## config.mk

```make
export PLATFORM = sky130hd
export DESIGN_NAME = fp_mult_seq
export DESIGN_NICKNAME = d
export VERILOG_FILES = /design/src/rtl/fp_mult_pkg.sv /design/src/rtl/fp_mult_seq_mant_shift_mult.sv /design/src/rtl/fp_mult_seq.sv
export SDC_FILE = /design/constraint.sdc
export NUM_CORES = 1
export LEC_CHECK = 0
export CORE_ASPECT_RATIO = 0.75
export CORE_UTILIZATION = 30
export CTS_BUF_LIST = sky130_fd_sc_hd__clkbuf_2 sky130_fd_sc_hd__clkbuf_4 sky130_fd_sc_hd__clkbuf_8
export CTS_CLUSTER_DIAMETER = 150
export CTS_CLUSTER_SIZE = 24
export DETAILED_ROUTE_END_ITERATION = 10
export DONT_BUFFER_PORTS = 1
export PLACE_DENSITY = 0.52
export SYNTH_ARGS = -nofsm -noshare
export SYNTH_HDL_FRONTEND = slang
export SYNTH_SLANG_ARGS = --single-unit
export TNS_END_PERCENT = 1
```

## constraint.sdc

```tcl
create_clock -name clk -period 8.8 [get_ports clk]
set_input_delay 0.88 -clock clk [delete_from_list [all_inputs] [get_ports clk]]
set_output_delay 0.88 -clock clk [all_outputs]
set_load 0.01 [all_outputs]
```

## src/rtl/fp_mult_pkg.sv

```systemverilog
// Shared types and constants for the sequential IEEE-754 multiplier.
package fp_mult_pkg;

  typedef enum logic [2:0] {
    IDLE,
    UNPACK,
    MULT,
    NORM,
    ROUND,
    DONE
  } state_t;

  // Field geometry for binary32 and binary64.
  localparam int SP_WIDTH = 32;
  localparam int SP_EXP_W = 8;
  localparam int SP_MAN_W = 23;
  localparam int SP_BIAS  = 127;

  localparam int DP_WIDTH = 64;
  localparam int DP_EXP_W = 11;
  localparam int DP_MAN_W = 52;
  localparam int DP_BIAS  = 1023;

  // Canonical quiet NaN: sign 0, exponent all ones, fraction MSB set.
  localparam logic [31:0] SP_QNAN = 32'h7FC0_0000;
  localparam logic [63:0] DP_QNAN = 64'h7FF8_0000_0000_0000;

  // Bit positions inside the 4-bit flags vector.
  localparam int FLAG_INVALID   = 3;
  localparam int FLAG_OVERFLOW  = 2;
  localparam int FLAG_UNDERFLOW = 1;
  localparam int FLAG_INEXACT   = 0;

endpackage

```

## src/rtl/fp_mult_seq_mant_shift_mult.sv

```systemverilog
// Iterative unsigned N x N shift-add multiplier, one multiplier bit per cycle,
// LSB first. Loaded by start; busy for N cycles; done flags the final iteration.
module mant_shift_mult
  import fp_mult_pkg::*;
#(
  parameter int N = 24
) (
  input  logic           clk,
  input  logic           rst,
  input  logic           start,
  input  logic [N-1:0]   a,
  input  logic [N-1:0]   b,
  output logic           busy,
  output logic           done,
  output logic [2*N-1:0] product
);

  localparam int CW = $clog2(N);
  localparam logic [CW-1:0] LAST = CW'(N - 1);

  logic [N-1:0]   mcand;
  logic [2*N-1:0] acc;
  logic [CW-1:0]  cnt;
  logic [N:0]     sum;

  // Upper half accumulates the multiplicand whenever the current multiplier bit is set.
  always_comb begin
    sum = {1'b0, acc[2*N-1:N]} + {1'b0, (acc[0] ? mcand : {N{1'b0}})};
  end

  // Low half starts as the multiplier and is consumed as the product shifts in.
  always_ff @(posedge clk or posedge rst) begin
    if (rst) begin
      mcand <= '0;
      acc   <= '0;
      cnt   <= '0;
      busy  <= 1'b0;
    end else if (start) begin
      mcand <= a;
      acc   <= {{N{1'b0}}, b};
      cnt   <= '0;
      busy  <= 1'b1;
    end else if (busy) begin
      acc <= {sum, acc[N-1:1]};
      if (cnt == LAST) begin
        cnt  <= '0;
        busy <= 1'b0;
      end else begin
        cnt <= cnt + CW'(1);
      end
    end
  end

  // Final iteration index reached; the owner qualifies this with busy.
  always_comb begin
    done = (cnt == LAST);
  end

  assign product = acc;

endmodule

```

## src/rtl/fp_mult_seq.sv

```systemverilog
// Sequential IEEE-754 multiplier: unpack, iterative mantissa multiply,
// normalise, round-to-nearest-even, with special-case override. Fixed latency.
module fp_mult_seq
  import fp_mult_pkg::*;
#(
  parameter int IS_DOUBLE  = 0,
  parameter int WIDTH      = (IS_DOUBLE != 0) ? DP_WIDTH : SP_WIDTH,
  parameter int EXPONENT_W = (IS_DOUBLE != 0) ? DP_EXP_W : SP_EXP_W,
  parameter int MANTISSA_W = (IS_DOUBLE != 0) ? DP_MAN_W : SP_MAN_W
) (
  input  logic             clk,
  input  logic             rst,
  input  logic             in_valid,
  output logic             in_ready,
  input  logic [WIDTH-1:0] op1,
  input  logic [WIDTH-1:0] op2,
  output logic             out_valid,
  input  logic             out_ready,
  output logic [WIDTH-1:0] res,
  output logic [3:0]       flags
);

  localparam int N  = MANTISSA_W + 1;
  localparam int EE = EXPONENT_W + 2;
  localparam int BIAS = (IS_DOUBLE != 0) ? DP_BIAS : SP_BIAS;
  localparam logic signed [EE-1:0] BIAS_S  = EE'(BIAS);
  localparam logic signed [EE-1:0] EXP_MAX = EE'((1 << EXPONENT_W) - 1);
  localparam logic [63:0] QNAN_FULL = (IS_DOUBLE != 0) ? DP_QNAN : {32'h0, SP_QNAN};
  localparam logic [WIDTH-1:0] QNAN = QNAN_FULL[WIDTH-1:0];

  state_t state, state_next;

  logic [WIDTH-1:0] a_q, b_q;
  logic             mult_start, mult_busy, mult_done;
  logic [2*N-1:0]   product;

  // Unpacked operand fields.
  logic                  s1, s2;
  logic [EXPONENT_W-1:0] e1, e2;
  logic [MANTISSA_W-1:0] f1, f2;
  logic                  z1, z2, inf1, inf2, nan1, nan2;
  logic [N-1:0]          m1, m2;
  logic signed [EE-1:0]  e_sum;

  // Special-case decode and latched copy.
  logic             spec_hit, spec_hit_q;
  logic [WIDTH-1:0] spec_res, spec_res_q;
  logic [3:0]       spec_flags, spec_flags_q;

  // Datapath state between stages.
  logic                  sign_q;
  logic signed [EE-1:0]  exp_q;
  logic [MANTISSA_W-1:0] frac_q;
  logic                  guard_q, sticky_q;

  logic signed [EE-1:0]  norm_exp;
  logic [MANTISSA_W-1:0] norm_frac;
  logic                  norm_guard, norm_sticky;

  logic                  round_up;
  logic [MANTISSA_W:0]   rsum;
  logic signed [EE-1:0]  rexp;
  logic [WIDTH-1:0]      round_res;
  logic [3:0]            round_flags;

  assign {s1, e1, f1} = a_q;
  assign {s2, e2, f2} = b_q;

  // Field classification; zero exponents (zeros and denormals) flush to zero.
  always_comb begin
    z1    = (e1 == '0);
    z2    = (e2 == '0);
    inf1  = (e1 == '1) && (f1 == '0);
    inf2  = (e2 == '1) && (f2 == '0);
    nan1  = (e1 == '1) && (f1 != '0);
    nan2  = (e2 == '1) && (f2 != '0);
    m1    = z1 ? '0 : {1'b1, f1};
    m2    = z2 ? '0 : {1'b1, f2};
    e_sum = $signed({2'b00, e1}) + $signed({2'b00, e2}) - BIAS_S;
  end

  // Special operands bypass the datapath result entirely.
  always_comb begin
    spec_hit   = 1'b0;
    spec_res   = '0;
    spec_flags = '0;
    if (nan1 || nan2 || (inf1 && z2) || (inf2 && z1)) begin
      spec_hit                 = 1'b1;
      spec_res                 = QNAN;
      spec_flags[FLAG_INVALID] = 1'b1;
    end else if (inf1 || inf2) begin
      spec_hit = 1'b1;
      spec_res = {s1 ^ s2, {EXPONENT_W{1'b1}}, {MANTISSA_W{1'b0}}};
    end else if (z1 || z2) begin
      spec_hit = 1'b1;
      spec_res = {s1 ^ s2, {(WIDTH-1){1'b0}}};
    end
  end

  mant_shift_mult #(
    .N(N)
  ) u_mult (
    .clk     (clk),
    .rst     (rst),
    .start   (mult_start),
    .a       (m1),
    .b       (m2),
    .busy    (mult_busy),
    .done    (mult_done),
    .product (product)
  );

  // Normalise: product lies in [1,4); a set MSB means one extra exponent step.
  always_comb begin
    if (product[2*N-1]) begin
      norm_exp    = exp_q + EE'(1);
      norm_frac   = product[2*N-2 -: MANTISSA_W];
      norm_guard  = product[N-1];
      norm_sticky = |product[N-2:0];
    end else begin
      norm_exp    = exp_q;
      norm_frac   = product[2*N-3 -: MANTISSA_W];
      norm_guard  = product[N-2];
      norm_sticky = |product[N-3:0];
    end
  end

  // Round to nearest even, then range-check the exponent and apply overrides.
  always_comb begin
    round_up    = guard_q & (sticky_q | frac_q[0]);
    rsum        = {1'b0, frac_q} + {{MANTISSA_W{1'b0}}, round_up};
    rexp        = rsum[MANTISSA_W] ? exp_q + EE'(1) : exp_q;
    round_res   = {sign_q, rexp[EXPONENT_W-1:0], rsum[MANTISSA_W-1:0]};
    round_flags = '0;
    round_flags[FLAG_INEXACT] = guard_q | sticky_q;
    if (!rexp[EE-1] && (rexp >= EXP_MAX)) begin
      round_res                  = {sign_q, {EXPONENT_W{1'b1}}, {MANTISSA_W{1'b0}}};
      round_flags                = '0;
      round_flags[FLAG_OVERFLOW] = 1'b1;
      round_flags[FLAG_INEXACT]  = 1'b1;
    end else if (rexp[EE-1] || (rexp == '0)) begin
      round_res                   = {sign_q, {(WIDTH-1){1'b0}}};
      round_flags                 = '0;
      round_flags[FLAG_UNDERFLOW] = 1'b1;
      round_flags[FLAG_INEXACT]   = 1'b1;
    end
    if (spec_hit_q) begin
      round_res   = spec_res_q;
      round_flags = spec_flags_q;
    end
  end

  // State register.
  always_ff @(posedge clk or posedge rst) begin
    if (rst) state <= IDLE;
    else     state <= state_next;
  end

  // Next-state and handshake/control decode.
  always_comb begin
    state_next = state;
    in_ready   = 1'b0;
    mult_start = 1'b0;
    case (state)
      IDLE: begin
        in_ready = 1'b1;
        if (in_valid) state_next = UNPACK;
      end
      UNPACK: begin
        mult_start = 1'b1;
        state_next = MULT;
      end
      MULT:    if (mult_busy && mult_done) state_next = NORM;
      NORM:    state_next = ROUND;
      ROUND:   state_next = DONE;
      DONE:    if (out_ready) state_next = IDLE;
      default: state_next = IDLE;
    endcase
  end

  // Operand capture and per-stage datapath registers.
  always_ff @(posedge clk or posedge rst) begin
    if (rst) begin
      a_q          <= '0;
      b_q          <= '0;
      sign_q       <= 1'b0;
      exp_q        <= '0;
      frac_q       <= '0;
      guard_q      <= 1'b0;
      sticky_q     <= 1'b0;
      spec_hit_q   <= 1'b0;
      spec_res_q   <= '0;
      spec_flags_q <= '0;
    end else begin
      if (state == IDLE && in_valid) begin
        a_q <= op1;
        b_q <= op2;
      end
      if (state == UNPACK) begin
        sign_q       <= s1 ^ s2;
        exp_q        <= e_sum;
        spec_hit_q   <= spec_hit;
        spec_res_q   <= spec_res;
        spec_flags_q <= spec_flags;
      end
      if (state == NORM) begin
        exp_q    <= norm_exp;
        frac_q   <= norm_frac;
        guard_q  <= norm_guard;
        sticky_q <= norm_sticky;
      end
    end
  end

  // Output registers: loaded on entry to DONE, held until the consumer takes them.
  always_ff @(posedge clk or posedge rst) begin
    if (rst) begin
      out_valid <= 1'b0;
      res       <= '0;
      flags     <= '0;
    end else begin
      out_valid <= (state_next == DONE);
      if (state == ROUND) begin
        res   <= round_res;
        flags <= round_flags;
      end
    end
  end

endmodule

```

# Word-level counts from Yosys, hierarchy flattened
# Cells that the tools add are included.
[totals]
ff_bits = 252
input_bits = 68
output_inout_bits = 38
wordCells = 105
[op_classes]
addsub = 6
magnitude_cmp = 1
n_eq_ne = 10
muxes = 37
n_bitwise = 4
reduce_logical = 29
[ops]
columns = ["operator", "n"]
rows = [
  ["$mux W32", 4],
  ["$mux W48", 2],
  ["$mux W24", 3],
  ["$mux W31", 2],
  ["$logic_not A23 Y1", 2],
  ["$reduce_bool A23 Y1", 2],
  ["$mux W10", 4],
  ["$add A24 B24 Y25", 1],
  ["$add A23 B1 Y24", 1],
  ["$mux W23", 1],
  ["$reduce_or A23 Y1", 1],
  ["$reduce_or A22 Y1", 1],
  ["$pmux W3 S6", 1],
  ["$eq A8 B8 Y1 const B", 2],
  ["$logic_not A8 Y1", 2],
  ["$mux W5", 3],
  ["$mux W3", 4],
  ["$mux W1", 11],
  ["$add A10 B2 Y10 const B", 1],
  ["$ge A10 B9 Y1 const B", 1],
  ["$logic_not A10 Y1", 1],
  ["$sub A9 B7 Y10 const B", 1],
  ["$add A8 B8 Y9", 1],
  ["$eq A3 B3 Y1 const B", 3],
  ["16 further kinds", 32],
]

# Logic depth before layout (Yosys ltp)
[depth]
depth_word = 9
depth_mapped = 13
ltp_nobuf = 13

# Hierarchy
# Synthesis repeated with hierarchy kept, for this count alone.
[unflattened]
cells_unflattened = 1248
hier_area_um2 = 12398.1
[modules_own_cells]
columns = ["module", "n_inst", "cells_each", "area_each_um2", "seq_area_each_um2"]
rows = [
  ["fp_mult_seq", 1, 762, 7718.7, 3603.5],
  ["mant_shift_mult", 1, 486, 4679.5, 1951.9],
]

# Least setup slack after synthesis
# OpenSTA, ideal clock, no wires.
[synth_path]
path_type = "reg2reg"
start = "register u_mult.acc[0], in the netlist u_mult.product[0]"
end = "register u_mult.acc[47], in the netlist u_mult.product[47]"
setup_time_ns = 0.127
arrival_time_ns = 2.638
t_required_ns = 8.673
slack_ns = 6.035
path_stages_with_launch = 12
path_buffers = 1
period_less_slack_ns = 2.765
cell_sequence = "dfrtp_1 -> clkbuf_1 -> and2_1 -> ha_1 -> and4_1 -> a221oi_1 -> and3b_1 -> a21oi_1 -> o31ai_1 -> o21ai_0 -> a221oi_1 -> nor2_1"
[synth_between]
elab_chain_len = 4
[synth_rtl]
columns = ["item", "line_no", "rtl"]
rows = [
  ["start: declaration", "fp_mult_seq_mant_shift_mult.sv:22", "logic [2*N-1:0] acc;"],
  ["start signal: assignment", "fp_mult_seq_mant_shift_mult.sv:40", "acc <= {{N{1'b0}}, b};"],
  ["start signal: assignment", "fp_mult_seq_mant_shift_mult.sv:44", "acc <= {sum, acc[N-1:1]};"],
  ["$mux W24", "fp_mult_seq_mant_shift_mult.sv:28", "sum = {1'b0, acc[2*N-1:N]} + {1'b0, (acc[0] ? mcand : {N{1'b0}})};"],
  ["$add A24 B24 Y25", "fp_mult_seq_mant_shift_mult.sv:28", ""],
  ["$mux W48", "fp_mult_seq_mant_shift_mult.sv:43", "end else if (busy) begin"],
  ["$mux W48", "fp_mult_seq_mant_shift_mult.sv:38", "end else if (start) begin"],
]
# No other way between the ends. The select of a mux whose other input is x is not followed.
# A chain may end at the register's enable or synchronous reset.

# Worst setup path after layout
[layout_path]
start = "register u_mult.acc[0], in the netlist u_mult.product[0]"
end = "register u_mult.acc[45], in the netlist u_mult.product[45]"
# The elaborated chain is that of the path after synthesis.

==> reports/qor.csv <==
stage;metric;value;unit
logic_synthesis;synth_fp_nets;1319;
power;ir_worst_vdd;157;uV
power;p_leak;5.49;nW
clock_tree;cts-root-buf;clkbuf_8;
global_routing;use_met2;0.187;
floorplanning;fp.dieArea;40300;sq um
clock_tree;clkSlewWorstSetupHoldPaths;170;ps
logic_synthesis;synth.yosys.warnings;0;
placed_design;place_congestion;0.826;
global_routing;globalRouteMet3Util;0.0258;
drt;wirelength;29.0;mm
placed_design;port_buffers;0;
logic_synthesis;syn_inst;1206;
timing;period_share;0.390;
global_routing;grt_use_met1;0.246;
critical_path;cp.required;9240;ps
drt;routedWlPerCell;17.3;um
power;power.density_cell_area;354;nW/um^2
power;power;4.43;mW
placed_design;hpwlAfterDp;20.9;mm
global_routing;grt_pass1_vias;8035;
critical_path;crit_path_start_kind;register;
floorplanning;pin_count;106;
drt;viasPerCell;5.08;
logic_synthesis;netlist.area_leader.share;0.469;
critical_path;critPathKind;reg2reg;
worst_hold_path;hp-class;in2async;
logic_synthesis;yosys-top-cells-area;dfrtp_1 (47%), mux2_2 (5.7%), mux2i_1 (5.4%);
global_routing;globalRouteOverflowTotal;0;
placed_design;dp.cells;1662;
logic_synthesis;synth_edf_count;0;
final_layout;nets;1278;
final_layout;diodes;0;
logic_synthesis;ys_seq_elements;222;
timing;finalSetupViolations;0;
logic_synthesis;syn_area;11800;sq um
timing;slew_headroom;0.302;
clock_tree;cts_setup_buffers;0;
drt;detail-route-antenna-nets;0;
logic_synthesis;ys.flop_type;dfrtp_1;
timing;worstMarginPinSlew;1050;ps
floorplanning;core_area;38600;sq um
logic_synthesis;syn_avg_cell_area;9.82;sq um
final_layout;layoutNonFillerInstCount;1677;
clock_tree;postCtsResizedCells;0;
run;max-cap-violations;0;
final_layout;area_growth;5.67;%
final_layout;drive_above_1_share;0.102;
timing;drv_slew;0;
outcome;status;finished, final reports clean;
floorplanning;rows;62;
critical_path;crit_path_end_kind;register;
clock_tree;clock_path_buffers;3;
global_routing;busiest_layer;met1;
logic_synthesis;synth_seq_area_share;0.469;
floorplanning;fp.dieH;174;um
global_routing;grt_pass1_wl;46.6;mm
floorplanning;start_util;0.307;
logic_synthesis;ys_types;59;
logic_synthesis;synth_async_sr_flop_share;1.00;
floorplanning;die_w;231;um
final_layout;stdcell_area;12500;sq um
drt;drcViolationCount;0;
clock_tree;cts_sinks;222;
drt;first_pass_iters;5;
critical_path;cp_max_fo;26;
drt;drt_iter0_drc;558;
timing;whs;264;ps
clock_tree;clock_latency;560;ps
placed_design;postPlaceCellArea;12300;sq um
timing;max_freq;0.292;GHz
final_layout;nFillCells;3999;
logic_synthesis;yosysTopAreaCell;dfrtp_1;
global_routing;antenna_found_initial;0;
clock_tree;hold_buffers;0;
clock_tree;cts_tree;built;
timing;finalCriticalPeriod;3430;ps
timing;tns;0;ps
clock_tree;cts.htree.levels;1;
critical_path;arrival;3870;ps
clock_tree;numCtsBuffers;13;
timing;hold_violations;0;
timing;finClkSkew;70.4;ps
drt;vias;8513;
timing;rsz0062_at_grt;false;
global_routing;grt_max_degree;111;
global_routing;track_usage;0.145;
==> logic make-up after synthesis <==
family,Yosys count,synth area share
fa+ha+maj,45,0.0488
mux,124,0.111
xor+xnor,53,0.0392
buf+inv,96,0.0318
flops,222,0.469
compound gates,256,0.132
simple gates,410,0.168
==> flip-flops by register name (all words and copies together), names as in the netlist <==
register / count
sign_q: 1
b_q: 32
u_mult.product: 48
spec_hit_q: 1
u_mult.cnt: 5
sticky_q: 1
u_mult.mcand: 24
spec_res_q: 3
exp_q: 10
u_mult.busy: 1
guard_q: 1
state: 3
a_q: 32
flags: 4
res: 32
frac_q: 23
out_valid: 1
==> stage by stage <==
step	util	setup WS, ps
finish	0.324	5370
global route	0.324	4960
CTS	0.324	5390
detailed placement	0.319	5380
global placement	0.319	5460
floorplan	-	1840
==> path summary, 6_finish.rpt <==
path	slack, ps	end	cells past startpoint	start
setup / recovery	5370	u_mult.product[45]	12	u_mult.product[0]
hold / removal	260	flags[2]	1	rst
setup reg to reg	5370	u_mult.product[45]	12	u_mult.product[0]
hold reg to reg	490	u_mult.mcand[17]	2	u_mult.mcand[17]
max in group asynchronous	6410	b_q[13]	3	rst
min in group clk	450	b_q[30]	2	op2[30]
==> report_power, final <==
group | switching [mW] | internal (mW)
Sequential | 0.519 | 1.48
Clock | 0.335 | 0.148
Combinational | 1.07 | 0.883
==> area by class of cell <==
cell class / instances / area [sq um] / share of cell area
Clock buffer: 14 / 186 / 0.0149
Timing Repair Buffer: 10 / 75.1 / 0.00600
Clock inverter: 1 / 20.0 / 0.00160
Tap cell: 512 / 641 / 0.0512
Sequential cell: 222 / 5560 / 0.444
Multi-Input combinational cell: 888 / 5920 / 0.473
Inverter: 30 / 120 / 0.00959
==> per-layer routing <==
| metal | up-vias | wire length, um |
|---|---|---|
| li1 | 4181 | - |
| met1 | 4124 | 16300 |
| met2 | 190 | 10800 |
| met3 | 18 | 1560 |
| met4 | 0 | 321 |
| met5 | - | 0 |
==> placed cells by master (no fill, tap or decap), types with 3 or more instances in the layout <==
master,count
o21ai_0,109
o21a_1,11
nand3b_1,3
nor3_1,28
o22ai_1,5
nand3_1,48
a31oi_1,6
o211ai_1,12
and3_1,11
xor2_1,27
o31ai_1,6
dfrtp_1,221
or2_2,3
and4_1,3
o21ai_2,20
nor3b_1,5
nand2b_1,6
nand4_1,17
xnor2_1,26
inv_1,29
and2_1,29
mux2_2,60
mux2i_1,64
o21bai_1,5
nor2_1,61
or4_1,3
nor2b_1,5
ha_1,43
a21oi_1,48
clkbuf_8,13
buf_4,10
a211oi_1,6
a21o_1,11
nor4_1,20
nand2_1,152
==> cell usage after synthesis, drive strengths merged (3+ instances only) <==
cell / instances
xnor2: 26
o22ai: 5
or4: 3
o21a: 11
a21oi: 48
o21ai: 130
nor4: 21
nor2b: 5
ha: 43
nand3b: 3
dfrtp: 222
or2: 4
nand2b: 6
nor3: 28
nor3b: 5
nand2: 152
and3: 11
o21bai: 5
and2: 31
clkbuf: 52
mux2: 60
nand3: 48
o211ai: 12
a31oi: 6
and4: 4
xor2: 27
buf: 14
o31ai: 6
mux2i: 64
a211oi: 6
inv: 30
nand4: 18
nor2: 62
a21o: 11
==> worst max-delay path, cell delays in order (launching register included) <==
cell,delay (ps)
dfrtp_1,770
and2_1,220
ha_1,180
inv_1,60
fa_1,390
nand2b_1,190
a211oi_1,360
o211ai_1,230
a21oi_1,270
o31ai_1,150
o21ai_0,290
and3_1,200
nor3_1,50
No activity file was read; power rests on OpenSTA's default activity.
